**src/rtl/pipeline_pkg.sv**
```systemverilog
// Shared definitions for the in-order pipeline: fetch state encoding, IF/ID
// register layout and the architectural constants the front end depends on.
package pipeline_pkg;

    typedef enum logic [1:0] {
        FS_IDLE = 2'd0,
        FS_REQ  = 2'd1,
        FS_DROP = 2'd2,
        FS_HOLD = 2'd3
    } fetch_state_e;

    typedef struct packed {
        logic [31:0] instr;
        logic [31:0] pc4;
        logic        valid;
    } ifid_t;

    localparam logic [31:0] NOP              = 32'h0000_0000;
    localparam logic [31:0] RESET_PC_DEFAULT = 32'h0000_0000;
    localparam logic [31:0] PC_INCR          = 32'd4;

    // An IF/ID bubble keeps the old pc4; only instr and valid are cleared.
    function automatic ifid_t make_bubble(input ifid_t cur);
        ifid_t b;
        b       = cur;
        b.instr = NOP;
        b.valid = 1'b0;
        return b;
    endfunction

endpackage

```
**src/rtl/adder.sv**
```systemverilog
// Plain W-bit adder; the carry out is dropped so sums wrap modulo 2^W.
module adder #(
    parameter int W = 32
) (
    input  logic [W-1:0] a,
    input  logic [W-1:0] b,
    output logic [W-1:0] y
);

    assign y = a + b;

endmodule

```
**src/rtl/mux.sv**
```systemverilog
// Two-input W-bit multiplexer: sel=1 picks d1.
module mux #(
    parameter int W = 32
) (
    input  logic         sel,
    input  logic [W-1:0] d0,
    input  logic [W-1:0] d1,
    output logic [W-1:0] y
);

    assign y = sel ? d1 : d0;

endmodule

```
**src/rtl/fetch_stage.sv**
```systemverilog
// Instruction fetch stage: drives a request/ack instruction memory, absorbs ID
// stalls in a one-word hold buffer and squashes in-flight fetches on redirects.
module fetch_stage
    import pipeline_pkg::*;
#(
    parameter logic [31:0] RESET_PC = RESET_PC_DEFAULT
) (
    input  logic        clock,
    input  logic        reset_n,
    input  logic        stall,
    input  logic        pc_src,
    input  logic [31:0] branch_target,
    input  logic        jump,
    input  logic [31:0] jump_target,
    output logic        imem_req,
    output logic [31:0] imem_addr,
    input  logic [31:0] imem_rdata,
    input  logic        imem_ack,
    output logic [31:0] ifid_instr,
    output logic [31:0] ifid_pc4,
    output logic        ifid_valid
);

    fetch_state_e state_q, state_d;
    logic [31:0]  pc_q, pc_d;
    logic [31:0]  hold_buf_q, hold_buf_d;
    logic [31:0]  saved_target_q, saved_target_d;
    ifid_t        ifid_q, ifid_d;

    logic         redirect;
    logic [31:0]  redirect_target;
    logic [31:0]  pc_plus4;

    // A stalled ID stage cannot accept a redirect; it is re-presented later.
    assign redirect = (pc_src | jump) & ~stall;

    mux #(32) u_target_mux (
        .sel (pc_src),
        .d0  (jump_target),
        .d1  (branch_target),
        .y   (redirect_target)
    );

    adder #(32) u_pc_adder (
        .a (pc_q),
        .b (PC_INCR),
        .y (pc_plus4)
    );

    // NOTE: every state bit, including the hold buffer and saved target, is
    // reset so a post-reset HOLD/DROP can never replay stale contents.
    always_ff @(posedge clock or negedge reset_n) begin
        if (!reset_n) begin
            state_q        <= FS_IDLE;
            pc_q           <= RESET_PC;
            hold_buf_q     <= NOP;
            saved_target_q <= 32'h0;
            ifid_q         <= '0;
        end else begin
            // NOTE: non-blocking assignments make all flops sample together.
            state_q        <= state_d;
            pc_q           <= pc_d;
            hold_buf_q     <= hold_buf_d;
            saved_target_q <= saved_target_d;
            ifid_q         <= ifid_d;
        end
    end

    always_comb begin
        // NOTE: default first so no path through the case infers a latch.
        state_d = state_q;
        unique case (state_q)
            FS_IDLE: state_d = FS_REQ;
            FS_REQ: begin
                if (imem_ack) begin
                    if (!redirect && stall) state_d = FS_HOLD;
                end else if (redirect) begin
                    state_d = FS_DROP;
                end
            end
            FS_DROP: if (imem_ack) state_d = FS_REQ;
            FS_HOLD: if (!stall) state_d = FS_REQ;
            default: state_d = FS_IDLE;
        endcase
    end

    always_comb begin
        pc_d           = pc_q;
        hold_buf_d     = hold_buf_q;
        saved_target_d = saved_target_q;
        ifid_d         = ifid_q;
        unique case (state_q)
            FS_REQ: begin
                if (imem_ack) begin
                    if (redirect) begin
                        pc_d   = redirect_target;
                        ifid_d = make_bubble(ifid_q);
                    end else if (stall) begin
                        hold_buf_d = imem_rdata;
                    end else begin
                        ifid_d = '{instr: imem_rdata, pc4: pc_plus4, valid: 1'b1};
                        pc_d   = pc_plus4;
                    end
                end else if (redirect) begin
                    saved_target_d = redirect_target;
                    ifid_d         = make_bubble(ifid_q);
                end else if (!stall) begin
                    ifid_d = make_bubble(ifid_q);
                end
            end
            FS_DROP: begin
                // The address must stay put until the orphaned request is acked.
                if (redirect) saved_target_d = redirect_target;
                if (!stall)   ifid_d = make_bubble(ifid_q);
                if (imem_ack) pc_d = redirect ? redirect_target : saved_target_q;
            end
            FS_HOLD: begin
                if (redirect) begin
                    pc_d   = redirect_target;
                    ifid_d = make_bubble(ifid_q);
                end else if (!stall) begin
                    ifid_d = '{instr: hold_buf_q, pc4: pc_plus4, valid: 1'b1};
                    pc_d   = pc_plus4;
                end
            end
            default: ;
        endcase
    end

    always_comb begin
        imem_req   = (state_q == FS_REQ) || (state_q == FS_DROP);
        imem_addr  = pc_q;
        ifid_instr = ifid_q.instr;
        ifid_pc4   = ifid_q.pc4;
        ifid_valid = ifid_q.valid;
    end

endmodule

```
**config.mk**
```make
export PLATFORM = sky130hd
export DESIGN_NAME = fetch_stage
export DESIGN_NICKNAME = d
export VERILOG_FILES = /design/src/rtl/pipeline_pkg.sv /design/src/rtl/adder.sv /design/src/rtl/mux.sv /design/src/rtl/fetch_stage.sv
export SDC_FILE = /design/constraint.sdc
export NUM_CORES = 1
export LEC_CHECK = 0
export ABC_AREA = 1
export CAP_MARGIN = 15
export CORE_ASPECT_RATIO = 1.1
export CORE_MARGIN = 2
export CORE_UTILIZATION = 47
export CTS_BUF_LIST = sky130_fd_sc_hd__clkbuf_2 sky130_fd_sc_hd__clkbuf_4 sky130_fd_sc_hd__clkbuf_8
export CTS_CLUSTER_SIZE = 10
export DETAILED_ROUTE_END_ITERATION = 6
export PLACE_DENSITY = 0.89
export SLEW_MARGIN = 20
export SYNTH_ARGS = -nofsm -noshare
export SYNTH_HDL_FRONTEND = slang
export SYNTH_SLANG_ARGS = --single-unit
```
**constraint.sdc**
```tcl
create_clock -name clock -period 1.83 [get_ports clock]
set_clock_uncertainty 0.05 [all_clocks]
set_input_delay 0.366 -clock clock [delete_from_list [all_inputs] [get_ports clock]]
set_output_delay 0.366 -clock clock [all_outputs]
set_load 0.005 [all_outputs]
```
Yosys cells after proc, flatten, opt, wreduce, memory -nomap -nowiden

Cells that the tools add are included.
Widths: inputs -> output; s select.

Input bits: 102
Bits in registers: 163

Bitwise gates (word level): 4
Muxes and demuxes: 23
Add/sub/neg operators: 1
Equal/unequal tests: 14
Reduce and logical (&&, ||, !) cells: 12

Operator list:

| kind                  | count |
|---|---|
| $mux 65               | 7 |
| $mux 32               | 7 |
| $pmux 65 s3           | 1 |
| $pmux 32 s3           | 1 |
| $pmux 32 s2           | 1 |
| $add 32x3->32 const B | 1 |
| $ne 2x2->1 const B    | 6 |
| $ne 3x3->1 const B    | 4 |
| $mux 2                | 5 |
| $pmux 2 s4            | 1 |
| $reduce_and 4->1      | 2 |
| $reduce_and 3->1      | 2 |
| $reduce_and 5->1      | 1 |
| $eq 2x2->1 const B    | 2 |
| $ne 4x4->1 const B    | 1 |
| $reduce_bool 3->1     | 1 |
| $eq 2x1->1 const B    | 1 |
| $logic_not 2->1       | 1 |
| $not 1->1             | 2 |
| $reduce_and 2->1      | 1 |
| $reduce_bool 2->1     | 1 |
| $and 1x1->1           | 1 |
| $logic_and 1x1->1     | 1 |
| $logic_not 1->1       | 1 |
| other kinds (2)       | 2 |

Logic depth before layout (Yosys ltp)

Gate-level depths: netlist of the first run.

Depth after elaboration: 7
Mapped depth: 11
Gate-level depth less buffers: 11

Hierarchy

Synthesis of the first run repeated with hierarchy kept, for this count alone.

Cell total of the unflattened synthesis: 1,584
Area total of the unflattened synthesis: 10,749.1 sq um

Modules (own cells, without submodules):

| module      | area each (sq um) | cells an instance | times used |
|---|---|---|---|
| fetch_stage | 7,872.6           | 986               | 1 |
| adder       | 2,384.8           | 494               | 1 |
| mux         | 491.7             | 104               | 1 |

Worst setup path before layout of the first run

OpenSTA, ideal clock, no wires.

Path type: register to register
Start: reg state_q[0]
End: reg ifid_q, in the netlist ifid_pc4[6]
Setup time: 65 ps
Arrival: 1,655 ps
Path slack: 60 ps
Cell stages (with the launch flop): 12
Clock period less this slack: 1,770 ps
Required time: 1,715 ps
Cells stage by stage: dfrtp_1 ha_1 buf_2 nand2_1 nand3_2 inv_2 nand2_1 nor3_4 nand2_2 clkinv_2 nand2_1 nand2_1

Word-level cells in the longest chain between the ends: 3
Elaborated cells between the ends (all ways): 10
Classes of those cells: eq/ne: 7; mux: 1; reduce/logical: 2

Ends and longest elaborated chain:

| what                                                | line              | source |
|---|---|---|
| from (decl)                                         | fetch_stage.sv:24 | `fetch_state_e state_q, state_d;` |
| from (signal assigned)                              | fetch_stage.sv:61 | `state_q <= state_d;` |
| $eq 2x1->1 or $eq 2x2->1 (tied branches)            | fetch_stage.sv:92 | `unique case (state_q)` |
| $ne 3x3->1 (no source line) (tied with other cells) | n/a               |  |
| $reduce_and 5->1 (no source line)                   | n/a               |  |
| to (signal assigned)                                | fetch_stage.sv:65 | `ifid_q <= ifid_d;` |
| to (decl)                                           | fetch_stage.sv:28 | `ifid_t ifid_q, ifid_d;` |

Several ways; a longest one is shown, not always the timed one.
A chain may end at the register's enable or synchronous reset.

Worst setup path after layout of the first run

Start: reg pc_q[11] (netlist: imem_addr[11])
End: reg pc_q[16] (netlist: imem_addr[16])

Word-level cells in the longest chain between the ends: 5

Ends and longest elaborated chain:

| what                   | line                                  | source |
|---|---|---|
| from (decl)            | fetch_stage.sv:25                     | `logic [31:0] pc_q, pc_d;` |
| from (signal assigned) | fetch_stage.sv:62                     | `pc_q <= pc_d;` |
| $add 32x3->32 (*)      | adder.sv:10                           | `assign y = a + b;` |
| $mux 32 (*)            | fetch_stage.sv:98, fetch_stage.sv:121 |  |
| $mux 32 (*)            | fetch_stage.sv:95                     | `if (redirect) begin` |
| $mux 32                | fetch_stage.sv:94                     | `if (imem_ack) begin` |
| $pmux 32 s3 (*)        | fetch_stage.sv:92                     |  |

Mark *: on every way between the ends. The rest lies on a longest branch, timed or not. The select of a mux whose other input is x is not followed.

==> flow_summary.toml, run 1 <==
[run_status]
run_status = "finished with violations"
violations = "design-rule violations, negative setup slack"

[place]
portBuffers = 199
preCtsSetupSlack_ns = -0.377
place.detailed.hpwl_um = 18800
place_congestion = 0.949

[worst_setup_path]
cp_slowest_cell = "dfrtp_1"
critPathArrivalTime_ns = 2.20
worstSetupPathType = "reg2reg"
cpPeakStageDelay_ns = 0.40
end_kind = "register"
reg2reg_depth = 9
crit_buf_inv = 2
cp_cell_sequence = "buf_4, buf_4, nand2_1, nor2_1, nand2_1, nor2_2, xor2_1, nand3_1, a21oi_1"
cp_top_family = "simple AND/OR/NAND/NOR gates"
cp_num_cells = 9
crit_fanout = 3
r2r_start = "imem_addr[11]"
critPathLaunch = "imem_addr[11]"
required_ns = 2.18
start_kind = "register"

[timing]
finalSetupViolCount = 3
setup_tns_ns = -0.0419
hold_viol_final = 0
max_freq_ghz = 0.541
fin_crit_sh_pct = 101
post-route-min-period_ns = 1.85
finalMaxSlewViolations = 0
postLayoutSetupSlackWorst_ns = -0.0198
tightest_slew_ns = 0.545
slew_headroom_pct = 63.7
rsz0062_at_grt = "true"
fin_hold_ws_ns = 0.305

[global_route]
antenna_found_initial = 0
overflow = 0
grt_pass1_vias = 8816
grt_usage_pct = 28.5
grt_max_degree = 65
grt_pass1_wl_um = 43100

[clock_network]
clock-sinks = 163
htreeDepth = 4
cts_buffers = 17
cts_root_buf = "clkbuf_8"
clk_pin_slew_worst_paths_ns = 0.10
cts_tree = "done"
clk_latency_ns = 0.48
cts_max_path_buffers = 2

[synthesis]
ys_types = 36
syn_area_um2 = 8430
synth_fp_nets = 1249
ys.flop_type = "dfrtp_1"
yosysWarnings = 0
synth_edf_count = 0
synth-seq-area-share_pct = 48.4
synthArstFlopShare_pct = 100
avgSynthCellArea_um2 = 7.38
syn_inst = 1142
ys_ff_latch = 163

[finish]
fin_util_pct = 71.1
synthToLayoutAreaGrowth_pct = 48.5
fin_nets = 1541
drive_above_1_share_pct = 17.5
antenna_cells = 0

[pwr]
peakVddDrop_mv = 0.832
seqPwrFrac_pct = 30.9
powerDensity_nw_per_um2 = 1570
switchingPower_mw = 8.20
power.internal_mw = 11.4
power_mw = 19.6
pwr-share-clk_pct = 14.5
switching_share_pct = 41.8
p_leak_nw = 6.07
combPwrFrac_pct = 54.7

[die]
dieHeight_um = 144
ios = 200
initial_core_util_pct = 47.9
num_rows = 51
die_w_um = 132
core_area_um2 = 17600
die_area_um2 = 19000

[job]
maxCapViolCount = 0

[routing]
postRouteAntennaNets = 0
via_per_inst = 5.45
vias = 9191
wirelength_um = 28400
drt-initial-drc-count = 1036
first_pass_iters = 7
wire_per_inst_um = 16.9
drc = 15

[hold_path]
min_path_type = "in2async"
cell usage in the layout, fill, tap and decap left out, types with 3 or more instances in the layout:
cell type	n
o21ai_2	11
clkinv_4	3
o21ai_0	105
xor2_1	6
o211ai_1	3
a21oi_1	27
nand2_1	352
nor2_2	6
clkbuf_16	3
a21oi_2	5
dlymetal6s2s_1	12
inv_2	7
inv_6	6
buf_6	16
clkbuf_8	17
dfrtp_1	151
o21ai_1	39
dfrtp_2	12
nand2_2	15
a41oi_1	3
o22ai_1	21
nand2_4	8
buf_12	12
inv_8	6
nand4_1	12
a22oi_1	6
clkdlybuf4s50_1	180
dlygate4sd2_1	5
inv_1	119
nor2_1	74
buf_4	99
ha_4	3
nand3b_1	3
nor2_4	7
nand3_1	69
cells in the mapped netlist (2+ instances only):
| master | instances | area (um2) |
|---|---|---|
| o21ai_0 | 139 | 696 |
| a41oi_1 | 3 | 26.3 |
| a21oi_1 | 32 | 160 |
| xor2_1 | 9 | 78.8 |
| nand2_1 | 372 | 1400 |
| nand4_1 | 12 | 75.1 |
| o211ai_1 | 3 | 22.5 |
| nand3_1 | 70 | 350 |
| buf_1 | 5 | 18.8 |
| nor2_2 | 6 | 37.5 |
| a31oi_1 | 2 | 12.5 |
| buf_6 | 2 | 22.5 |
| nand3b_1 | 3 | 22.5 |
| ha_1 | 5 | 62.6 |
| inv_1 | 124 | 465 |
| clkbuf_1 | 34 | 128 |
| nand2_2 | 3 | 18.8 |
| dfrtp_1 | 163 | 4080 |
| nor2_1 | 80 | 300 |
| o21ai_1 | 15 | 75.1 |
| a22oi_1 | 6 | 45.0 |
| o22ai_1 | 21 | 131 |
| inv_2 | 4 | 15.0 |
| buf_2 | 17 | 85.1 |
timing repair:
item | in CTS | in global routing
gates resized for setup | 43 | 120
setup buffers | 30 | 18
endpoints found under the setup margin | 74 | 145
pin swaps | 3 | 19
cloned | 1 | 4
hold endpoints to repair | 32 | 0
hold buffers | 1 | 0
layer usage:
layer | share of wire [%] | wire length, um | vias up | global-route usage, %
li1 | - | - | 4236 | -
met1 | 37 | 10500 | 4261 | 35.0
met2 | 49 | 14000 | 588 | 48.0
met3 | 10 | 2840 | 106 | 6.52
met4 | 4.1 | 1160 | 0 | 13.8
met5 | 0 | 0 | - | 0
worst paths after layout:
check	to	slack, ns
hold reg to reg	hold_buf_q[27]	0.45
setup / recovery	imem_addr[16]	-0.02
min in group clock	hold_buf_q[16]	0.41
max in group asynchronous	imem_addr[26]	0.79
hold / removal	ifid_pc4[16]	0.30
setup reg to reg	imem_addr[16]	-0.02
sequential cells by signal (all words and copies together) (netlist names):
signal / cells
hold_buf_q: 32
ifid_pc4: 32
ifid_valid: 1
state_q: 2
ifid_instr: 32
saved_target_q: 32
imem_addr: 32
layout make-up:
class	count	area [um2]
fillers	1279	5090
clock buffers	17	234
clock inverters	15	186
well taps	238	298
inverters	129	500
multi-input cells	791	3900
flip-flops and latches	163	4090
repair buffers	332	3310
logic make-up after synthesis:
kind of cell             after synthesis  share of synthesized area, %
XOR/XNOR                               9                         0.935
AND/OR/NAND/NOR                      551                          26.7
flip-flops                           163                          48.4
AO/OA/AOI/OAI                        226                          14.4
buffers and inverters                188                          8.86
adder cells (fa/ha/maj)                5                         0.742
stage by stage:
| step | instance area, um2 | std cells |
|---|---|---|
| finish | 12500 | 1685 |
| global route | 12500 | 1685 |
| CTS | 12000 | 1664 |
| detailed placement | 11200 | 1600 |
| global placement | 11200 | 1600 |
| floorplan | 8430 | 1142 |
power groups by stage:
| stage | combinational, mW | clock, mW | sequential (mW) |
|---|---|---|---|
| 6_report | 10.7 | 2.84 | 6.05 |
| 5_1_grt | 11.6 | 3.01 | 6.19 |
| 3_5_place_dp | 8.42 | 0 | 6.27 |
| 4_1_cts | 9.46 | 2.86 | 5.99 |
| 2_1_floorplan | 4.27 | 0 | 6.08 |
| 3_3_place_gp | 8.10 | 0 | 6.23 |
(Power assumes the default switching activity.)
==> run 2, diff against run 1 <==
--- a/config.mk
+++ b/config.mk
@@ -5,15 +5,15 @@
 export SDC_FILE = /design/constraint.sdc
 export NUM_CORES = 1
 export LEC_CHECK = 0
-export ABC_AREA = 1
+export ABC_AREA = 0
 export CAP_MARGIN = 15
 export CORE_ASPECT_RATIO = 1.1
 export CORE_MARGIN = 2
-export CORE_UTILIZATION = 47
+export CORE_UTILIZATION = 46
 export CTS_BUF_LIST = sky130_fd_sc_hd__clkbuf_2 sky130_fd_sc_hd__clkbuf_4 sky130_fd_sc_hd__clkbuf_8
 export CTS_CLUSTER_SIZE = 10
 export DETAILED_ROUTE_END_ITERATION = 6
-export PLACE_DENSITY = 0.89
+export PLACE_DENSITY = 0.88
 export SLEW_MARGIN = 20
 export SYNTH_ARGS = -nofsm -noshare
 export SYNTH_HDL_FRONTEND = slang
==> flow_summary.toml, run 2 <==
[global_route]
grt_pass1_wl_um = 48700
antenna_found_initial = 2
grt_usage_pct = 34.2
grt_pass1_vias = 8661
overflow = 0
grt_max_degree = 47

[routing]
wire_per_inst_um = 26.9
drt-initial-drc-count = 1771
first_pass_iters = 7
postRouteAntennaNets = 0
wirelength_um = 37900
vias = 9492
met3_length_um = 5170
drc = 101
top_layer_used = "met4"
dr_wl_met2_um = 16800
wl_met1_um = 12500
via_per_inst = 6.73

[finish]
synthToLayoutAreaGrowth_pct = 60.0
layout_common_cells = "clkdlybuf4s50_1, dfrtp_1, buf_4"
finalInstanceArea_um2 = 13000
seq_area_um2 = 4090
fillers = 970
drive_above_1_share_pct = 31.8
fin_util_pct = 75.6
fin_cells = 1410
multiInputGateArea_um2 = 4220
layout_commonest_cell = "clkdlybuf4s50_1"
fin_nets = 1267

[synthesis]
synth_area_leaders = "dfrtp_1, mux2_2, o21ai_0, nand2_1, mux2i_1"
ys_types = 49
avgSynthCellArea_um2 = 9.84
yosys.area.top_type = "dfrtp_1"
yosysWarnings = 0
synth-seq-area-share_pct = 50.4
ys.flop_type = "dfrtp_1"
synth.most_common_cell = "dfrtp_1"
synth_edf_count = 0
synthArstFlopShare_pct = 100
syn_area_um2 = 8100
yosysTopAreaCellShare_pct = 50.4
ys_ff_latch = 163
yosys-top-cells-count = "dfrtp_1, nand2_1, o21ai_0, nor2_1, a21oi_1"
syn_inst = 823
synth_fp_nets = 930

[die]
num_rows = 50
dieHeight_um = 143
die_area_um2 = 18700
core_area_um2 = 17100
ios = 200
die_w_um = 130
initial_core_util_pct = 47.2

[clock_network]
cts_root_buf = "clkbuf_8"
cts_tree = "done"
cts_buffers = 17
htreeDepth = 4
clk_latency_ns = 0.49
clock-sinks = 163
clk_pin_slew_worst_paths_ns = 0.11
cts_max_path_buffers = 2

[place]
place.detailed.hpwl_um = 17400
portBuffers = 199
place_area_um2 = 11300
place_congestion = 0.891
dp.cells = 1308

[timing]
finalSetupViolCount = 139
slew_headroom_pct = 64.9
hold_viol_final = 0
fin_hold_ws_ns = 0.341
max_freq_ghz = 0.405
setup_tns_ns = -33.78
postLayoutSetupSlackWorst_ns = -0.639
rsz0062_at_grt = "true"
tightest_slew_ns = 0.523
fin_crit_sh_pct = 135
post-route-min-period_ns = 2.47
finalMaxSlewViolations = 0

[worst_setup_path]
critPathArrivalTime_ns = 2.84
r2r_start = "state_q[1]"
end_kind = "register"
start_kind = "register"
critPathLaunch = "state_q[1]"
required_ns = 2.20
crit_fanout = 17
worstSetupPathType = "reg2reg"

[pwr]
p_leak_nw = 5.55
powerDensity_nw_per_um2 = 1680
peakVddDrop_mv = 0.757

[run_status]
violations = "design-rule violations, negative setup slack"
run_status = "finished with violations"

[hold_path]
min_path_type = "in2async"

[job]
maxCapViolCount = 0
-- run 2: cell count changes in the layout (fill, tap and decap cells not counted), sizes merged, moves of 41 or more --
cell,before,now
nand2,375,91
nand3,71,21
mux2,0,41
buf,130,184
o21ai,155,95
inv,138,17
-- run 2: what timing repair did --
action                     CTS  global route
setup endpoints to repair  160           139
gates cloned                 9             1
hold buffers                 1             0
buffers inserted            40            18
pin swaps                   12            30
hold endpoints to repair    42             0
resized for setup          139           141
-- run 2: final cells by class --
cell class,count,share of cell area [%]
Sequential cell,163,31.5
Clock inverter,15,1.41
Inverter,9,0.261
Antenna cell,3,0.0580
Tap cell,234,2.26
Multi-Input combinational cell,585,32.6
Clock buffer,17,1.81
Timing Repair Buffer,384,30.1
-- run 2: per-stage QoR --
step	worst slack [ns]	power, mW
after floorplan	-0.387	10.6
after global placement	-0.521	14.7
after detailed placement	-0.564	15.2
after CTS	-0.261	19.2
after global routing	-0.630	22.4
final	-0.639	21.8
-- run 2: worst max-delay path, cell delays in order, from the launching register on --
cell      delay, ns
dfrtp_1        0.45
buf_4          0.19
ha_4           0.18
buf_6          0.14
nand2b_4       0.16
buf_4          0.15
buf_12         0.15
o21ai_1        0.44
nand2_1        0.31
o21ai_1        0.16
-- run 2: cells by family after synthesis --
kind of cell	count (synthesis)	share of synthesized area (%)
AOI/OAI and AO/OA	261	20.2
xor gates and xnor gates	28	3.03
adders and majority gates	5	0.773
buffers and inverters	76	3.86
DFF	163	50.4
muxes	70	9.29
and+or+nand+nor	220	12.5
-- run 2: worst paths after layout --
kind	slack, ns	cells past startpoint	endpoint
min in group clock	0.44	2	ifid_pc4[0]
max in group asynchronous	0.79	3	hold_buf_q[16]
worst min-delay path	0.34	2	saved_target_q[23]
worst min register to register	0.44	2	ifid_pc4[0]
worst max-delay path	-0.64	9	imem_addr[17]
worst max register to register	-0.64	9	imem_addr[17]
-- run 2: metal layers --
metal,vias up,global-route usage (%)
met1,4362,43.2
li1,3651,-
met4,0,19.7
met2,1074,54.0
met5,-,0
met3,405,7.46
-- run 2: power by group --
group,internal (mW),total [mW],switching (mW)
sequential,5.23,6.57,1.33
clock,1.05,2.81,1.76
combinational,6.05,12.4,6.37
total,12.3,21.8,9.46
==> run 3, diff against run 2 <==
--- a/config.mk
+++ b/config.mk
@@ -14,7 +14,6 @@
 export CTS_CLUSTER_SIZE = 10
 export DETAILED_ROUTE_END_ITERATION = 6
 export PLACE_DENSITY = 0.88
-export SLEW_MARGIN = 20
 export SYNTH_ARGS = -nofsm -noshare
 export SYNTH_HDL_FRONTEND = slang
 export SYNTH_SLANG_ARGS = --single-unit
==> results of run 3 <==
No change in the layout: final DEF, timing and power equal those of run 2.
